`src/rtl/l1_cache_control.sv`:
```
// Control FSM for a 2-way, write-back, write-allocate L1 cache. It sequences the
// data/tag/valid/dirty/LRU arrays of the datapath and the physical-memory line port.
module l1_cache_control #(
   parameter int s_offset  = 5,
   parameter int s_index   = 3,
   parameter int s_mask    = 2**s_offset,
   parameter int cnt_width = 32
) (
   input  logic                 clk,
   input  logic                 rst,
   input  logic                 mem_read,
   input  logic                 mem_write,
   input  logic [s_mask-1:0]    mem_byte_enable,
   output logic                 mem_resp,
   input  logic [1:0]           hit,
   input  logic [1:0]           valid,
   input  logic [1:0]           dirty,
   input  logic                 lru,
   output logic                 pmem_read,
   output logic                 pmem_write,
   input  logic                 pmem_resp,
   output logic                 pmem_addr_sel,
   output logic                 way_sel,
   output logic                 data_in_sel,
   output logic [s_mask-1:0]    data_we0,
   output logic [s_mask-1:0]    data_we1,
   output logic [1:0]           tag_load,
   output logic [1:0]           valid_load,
   output logic [1:0]           dirty_load,
   output logic                 dirty_in,
   output logic                 lru_load,
   output logic                 lru_in,
   output logic [cnt_width-1:0] hit_count,
   output logic [cnt_width-1:0] miss_count,
   output logic [1:0]           state_dbg
);

   localparam logic [1:0] IDLE      = 2'd0;
   localparam logic [1:0] WRITEBACK = 2'd1;
   localparam logic [1:0] ALLOCATE  = 2'd2;
   localparam logic [1:0] SETTLE    = 2'd3;

   localparam logic [cnt_width-1:0] CNT_MAX = {cnt_width{1'b1}};
   localparam logic [cnt_width-1:0] CNT_ONE = {{(cnt_width-1){1'b0}}, 1'b1};

   logic [1:0]           state_q, state_d;
   logic                 victim_q, victim_d;
   logic [cnt_width-1:0] hit_count_q, hit_count_d;
   logic [cnt_width-1:0] miss_count_q, miss_count_d;
   logic                 req;
   logic                 hit_way;

   // CPU side: mem_read/mem_write are held until the single-cycle mem_resp.
   // Memory side: pmem_read/pmem_write are held until the single-cycle pmem_resp.
   assign req       = mem_read | mem_write;
   assign hit_way   = ~hit[0];
   assign state_dbg = state_q;
   assign hit_count  = hit_count_q;
   assign miss_count = miss_count_q;

   always_comb begin
      state_d       = state_q;
      victim_d      = victim_q;
      hit_count_d   = hit_count_q;
      miss_count_d  = miss_count_q;
      mem_resp      = 1'b0;
      pmem_read     = 1'b0;
      pmem_write    = 1'b0;
      pmem_addr_sel = 1'b0;
      way_sel       = 1'b0;
      data_in_sel   = 1'b0;
      data_we0      = '0;
      data_we1      = '0;
      tag_load      = 2'b00;
      valid_load    = 2'b00;
      dirty_load    = 2'b00;
      dirty_in      = 1'b0;
      lru_load      = 1'b0;
      lru_in        = 1'b0;
      // Strobes are suppressed during reset so a late pmem_resp cannot write the arrays.
      if (!rst) begin
         case (state_q)
            IDLE: begin
               if (req && (hit != 2'b00)) begin
                  mem_resp = 1'b1;
                  way_sel  = hit_way;
                  lru_load = 1'b1;
                  lru_in   = ~hit_way;
                  if (hit_count_q != CNT_MAX) hit_count_d = hit_count_q + CNT_ONE;
                  if (mem_write) begin
                     dirty_load[hit_way] = 1'b1;
                     dirty_in            = 1'b1;
                     if (hit_way) data_we1 = mem_byte_enable;
                     else         data_we0 = mem_byte_enable;
                  end
               end else if (req) begin
                  victim_d = lru;
                  if (miss_count_q != CNT_MAX) miss_count_d = miss_count_q + CNT_ONE;
                  state_d = (valid[lru] && dirty[lru]) ? WRITEBACK : ALLOCATE;
               end
            end
            WRITEBACK: begin
               pmem_write    = 1'b1;
               pmem_addr_sel = 1'b1;
               way_sel       = victim_q;
               if (pmem_resp) state_d = ALLOCATE;
            end
            ALLOCATE: begin
               pmem_read = 1'b1;
               if (pmem_resp) begin
                  data_in_sel          = 1'b1;
                  tag_load[victim_q]   = 1'b1;
                  valid_load[victim_q] = 1'b1;
                  dirty_load[victim_q] = 1'b1;
                  if (victim_q) data_we1 = '1;
                  else          data_we0 = '1;
                  state_d = SETTLE;
               end
            end
            default: state_d = IDLE;
         endcase
      end
   end

   always_ff @(posedge clk) begin
      if (rst) begin
         state_q      <= IDLE;
         victim_q     <= 1'b0;
         hit_count_q  <= '0;
         miss_count_q <= '0;
      end else begin
         state_q      <= state_d;
         victim_q     <= victim_d;
         hit_count_q  <= hit_count_d;
         miss_count_q <= miss_count_d;
      end
   end

endmodule
```
`config.mk`:
```
export PLATFORM = sky130hd
export DESIGN_NAME = l1_cache_control
export DESIGN_NICKNAME = d
export VERILOG_FILES = /design/src/rtl/l1_cache_control.sv
export SDC_FILE = /design/constraint.sdc
export NUM_CORES = 1
export LEC_CHECK = 0
export ABC_AREA = 1
export BUFFER_PORTS_ARGS = -buffer_cell sky130_fd_sc_hd__buf_2
export CAP_MARGIN = 20
export CORE_AREA = 5 5 108 110
export CTS_CLUSTER_DIAMETER = 100
export DETAILED_ROUTE_END_ITERATION = 10
export DIE_AREA = 0 0 113 115
export PLACE_DENSITY = 0.79
export SLEW_MARGIN = 10
export SYNTH_ARGS = -nofsm -noshare
export SYNTH_HDL_FRONTEND = slang
export SYNTH_SLANG_ARGS = --single-unit
```
`constraint.sdc`:
```
create_clock -name clk -period 2.4 [get_ports clk]
set_input_delay 0.36 -clock clk [delete_from_list [all_inputs] [get_ports clk]]
set_output_delay 0.36 -clock clk [all_outputs]
set_load 0.02 [all_outputs]
```
==> impl_metrics.ini <==
[routing]
drt_iter0_markers = 587
wl_met1_mm = 6.93
routed_wl_mm = 17.1
drcViolationCount = 0
top_layer_used = met4
wl_met3_mm = 1.33
wl_per_cell_microns = 14.0
wl_met2_mm = 8.35
firstDrtPassIters = 5
dr_total_vias = 6295
via_per_inst = 5.15
ant_nets = 0

[clock_network]
path_clk_slew_ps = 70
numCtsBuffers = 9
cts_tree = built
cts_hold_buf = 0
ctsLongestPathBuffers = 2
clock_latency_ps = 350
clock_sinks = 67
cts_root_buffer = clkbuf_8
htree_levels = 3

[layout]
fill_cells = 1028
final_cells = 1222
syn_to_final_growth_pct = 30.2
drive_above_1_share_pct = 27.8
antennaDiodeCount = 0
layout.nets = 1127

[setup_path]
endpoint_kind = primary output
required_ps = 2040
cp_slowest_cell = dfxtp_1
crit_chain = inv_2 -> ha_4 -> inv_6 -> nor3_4 -> nand2_2 -> o21ai_4 -> nand2_4 -> buf_12 -> a21oi_1 -> buf_4
cp_max_fo = 7
worstRegToRegCells = 10
worst-path-stages = 10
crit_type = reg -> out
critPathTopFamily = buffers and inverters
critical_path_buf_inv_count = 4
cpPeakStageDelay_ps = 320
cp-start-kind = flip-flop
worstPathArrival_ps = 2090

[global_routing]
antenna_found_initial = 0
grt_pass1_vias = 5840
grt_max_degree = 55
grtUsageTotal_pct = 25.3
grt_overflow = 0
grt_pass1_wl_mm = 27.3

[outcome]
violations = negative setup slack
status = finished, violations left

[power_and_ir_drop]
combPwrFrac_pct = 44.7
switchingPower_w = 0.00164
cellPowerDensity_nw_per_um2 = 561
power_frac_seq_pct = 31.5
peakVddDrop_uv = 325
sw_frac_of_total_pct = 43.2
p_leak_nw = 3.04
p_int_w = 0.00216
finalPower_w = 0.00380
power.share.clock_pct = 23.9

[sta]
setup_slack_ps = -51.3
fin_crit_sh_pct = 102
setup_viol = 3
hold_violations = 0
final.min_clock_period_ps = 2450
drv_slew = 0
max_freq_mhz = 408
slew_headroom_pct = 63.8
grt_setup_unrepaired = yes
finalSetupTns_ps = -100
finalClockSkew_ps = 10.9
worst_pin_slew_ps = 543

[floorplanning]
dieArea_sq_um = 13000
coreArea_sq_um = 10600
rows = 38
die_width_microns = 113
io_pins = 189
die_h_microns = 115
start_util_pct = 49.1

[yosys]
netlist_instances = 892
synth_area_per_cell_sq_um = 5.84
yosysWarnings = 0
syn-cell-area_sq_um = 5210
synth.net_count = 942
synth_seq_area_share_pct = 25.8
ys.flop_type = dfxtp_1
synth.distinct_cells = 33
synth_edf_count = 0
async_reset_ff_share_pct = 0
ys_ff_latch = 67

[placement]
place.gp.congestion = 0.977
dpl.hpwl_mm = 12.6
dp_cells = 1197
port_buffers = 188
dp_slack_ps = 133

[hold_path]
min_path_type = in -> reg
min_path_cells = 3

[run]
drv_cap = 0
==> final timing paths <==
kind                                    start             end  slack, ps
worst max-delay path             state_dbg[1]    data_we1[18]        -50
worst min-delay path                      lru        victim_q        300
worst max register to register  miss_count[0]  miss_count[29]        400
worst min register to register  miss_count[6]   miss_count[6]        530
==> worst reg2reg max path: cells and delay by family, from the launching register on <==
kind,cells,cell delay [ps]
AND/OR/NAND/NOR,7,940
flip-flops,1,450
adder cells (fa/ha/maj),1,210
buffers and inverters,1,200
AO/OA/AOI/OAI,1,70
==> sequential cells by signal (all words and copies together) (netlist names) <==
register    count
state_dbg       2
hit_count      32
miss_count     32
victim_q        1
==> layout by cell type, fill, tap and decap left out, types with 4 or more instances in the layout <==
cell type and n:
nand4_1 12, nor2_2 5, nand2_1 263, a21oi_2 34
nand2_2 9, clkbuf_8 10, nor2_4 5, inv_1 93
buf_2 154, nand3_1 39, nor2_1 170, dfxtp_1 66
o21ai_0 13, xnor2_1 14, ha_1 5, a21oi_1 75
buf_4 46, xor2_1 15, nand2_4 4, buf_6 8
nor3_1 9
==> metal layers <==
metal	vias up	global-route usage (%)
met4	0	9.13
met5	-	0
met2	277	44.0
li1	3155	-
met1	2816	30.9
met3	47	5.26
==> power by group through the flow <==
stage          clock network (W)  logic, W  registers (W)
2_1_floorplan                  0   0.00106        0.00126
3_3_place_gp                   0   0.00148        0.00121
3_5_place_dp                   0   0.00149        0.00121
4_1_cts                 0.000927   0.00152        0.00119
5_1_grt                 0.000984   0.00185        0.00120
6_report                0.000908   0.00170        0.00120
==> layout make-up <==
type | count | area, sq um | share of cell area, %
Sequential cell | 67 | 1340 | 19.8
Clock buffer | 10 | 138 | 2.03
Multi-Input combinational cell | 687 | 3370 | 49.6
Clock inverter | 6 | 48.8 | 0.720
Inverter | 98 | 378 | 5.57
Timing Repair Buffer | 214 | 1330 | 19.6
Tap cell | 140 | 175 | 2.58
==> metrics by stage <==
step	hold slack, ps	utilization (%)	instance area [sq um]
after CTS	299	61.2	6490
after global placement	510	58.9	6250
after floorplan	502	-	5210
after global routing	365	63.9	6780
after detailed placement	517	58.9	6250
final	296	63.9	6780
==> cells by family (layout without fill, tap and decap cells) <==
group,Yosys count,after routing,share of synthesized area (%)
simple gates,525,525,42.5
buf+inv,138,328,11.7
compound gates,127,127,13.7
flops,67,67,25.8
xor+xnor,29,29,4.88
fa+ha+maj,6,6,1.44
==> cells in the mapped netlist (13+ instances only) <==
library cell | n | area share, %
a21oi_1 | 90 | 8.6
a21oi_2 | 20 | 3.4
clkbuf_1 | 18 | 1.3
dfxtp_1 | 67 | 26
inv_1 | 95 | 6.8
nand2_1 | 264 | 19
nand3_1 | 39 | 3.7
nor2_1 | 171 | 12
o21ai_0 | 13 | 1.2
xnor2_1 | 14 | 2.4
xor2_1 | 15 | 2.5
==> repair_timing <==
item / in CTS / in global routing
resized for setup: 13 / 62
pin swaps: 3 / 4
cloned: 0 / 2
buffers inserted: 3 / 4
endpoints found under the setup margin: 33 / 35
(Power assumes the default switching activity.)
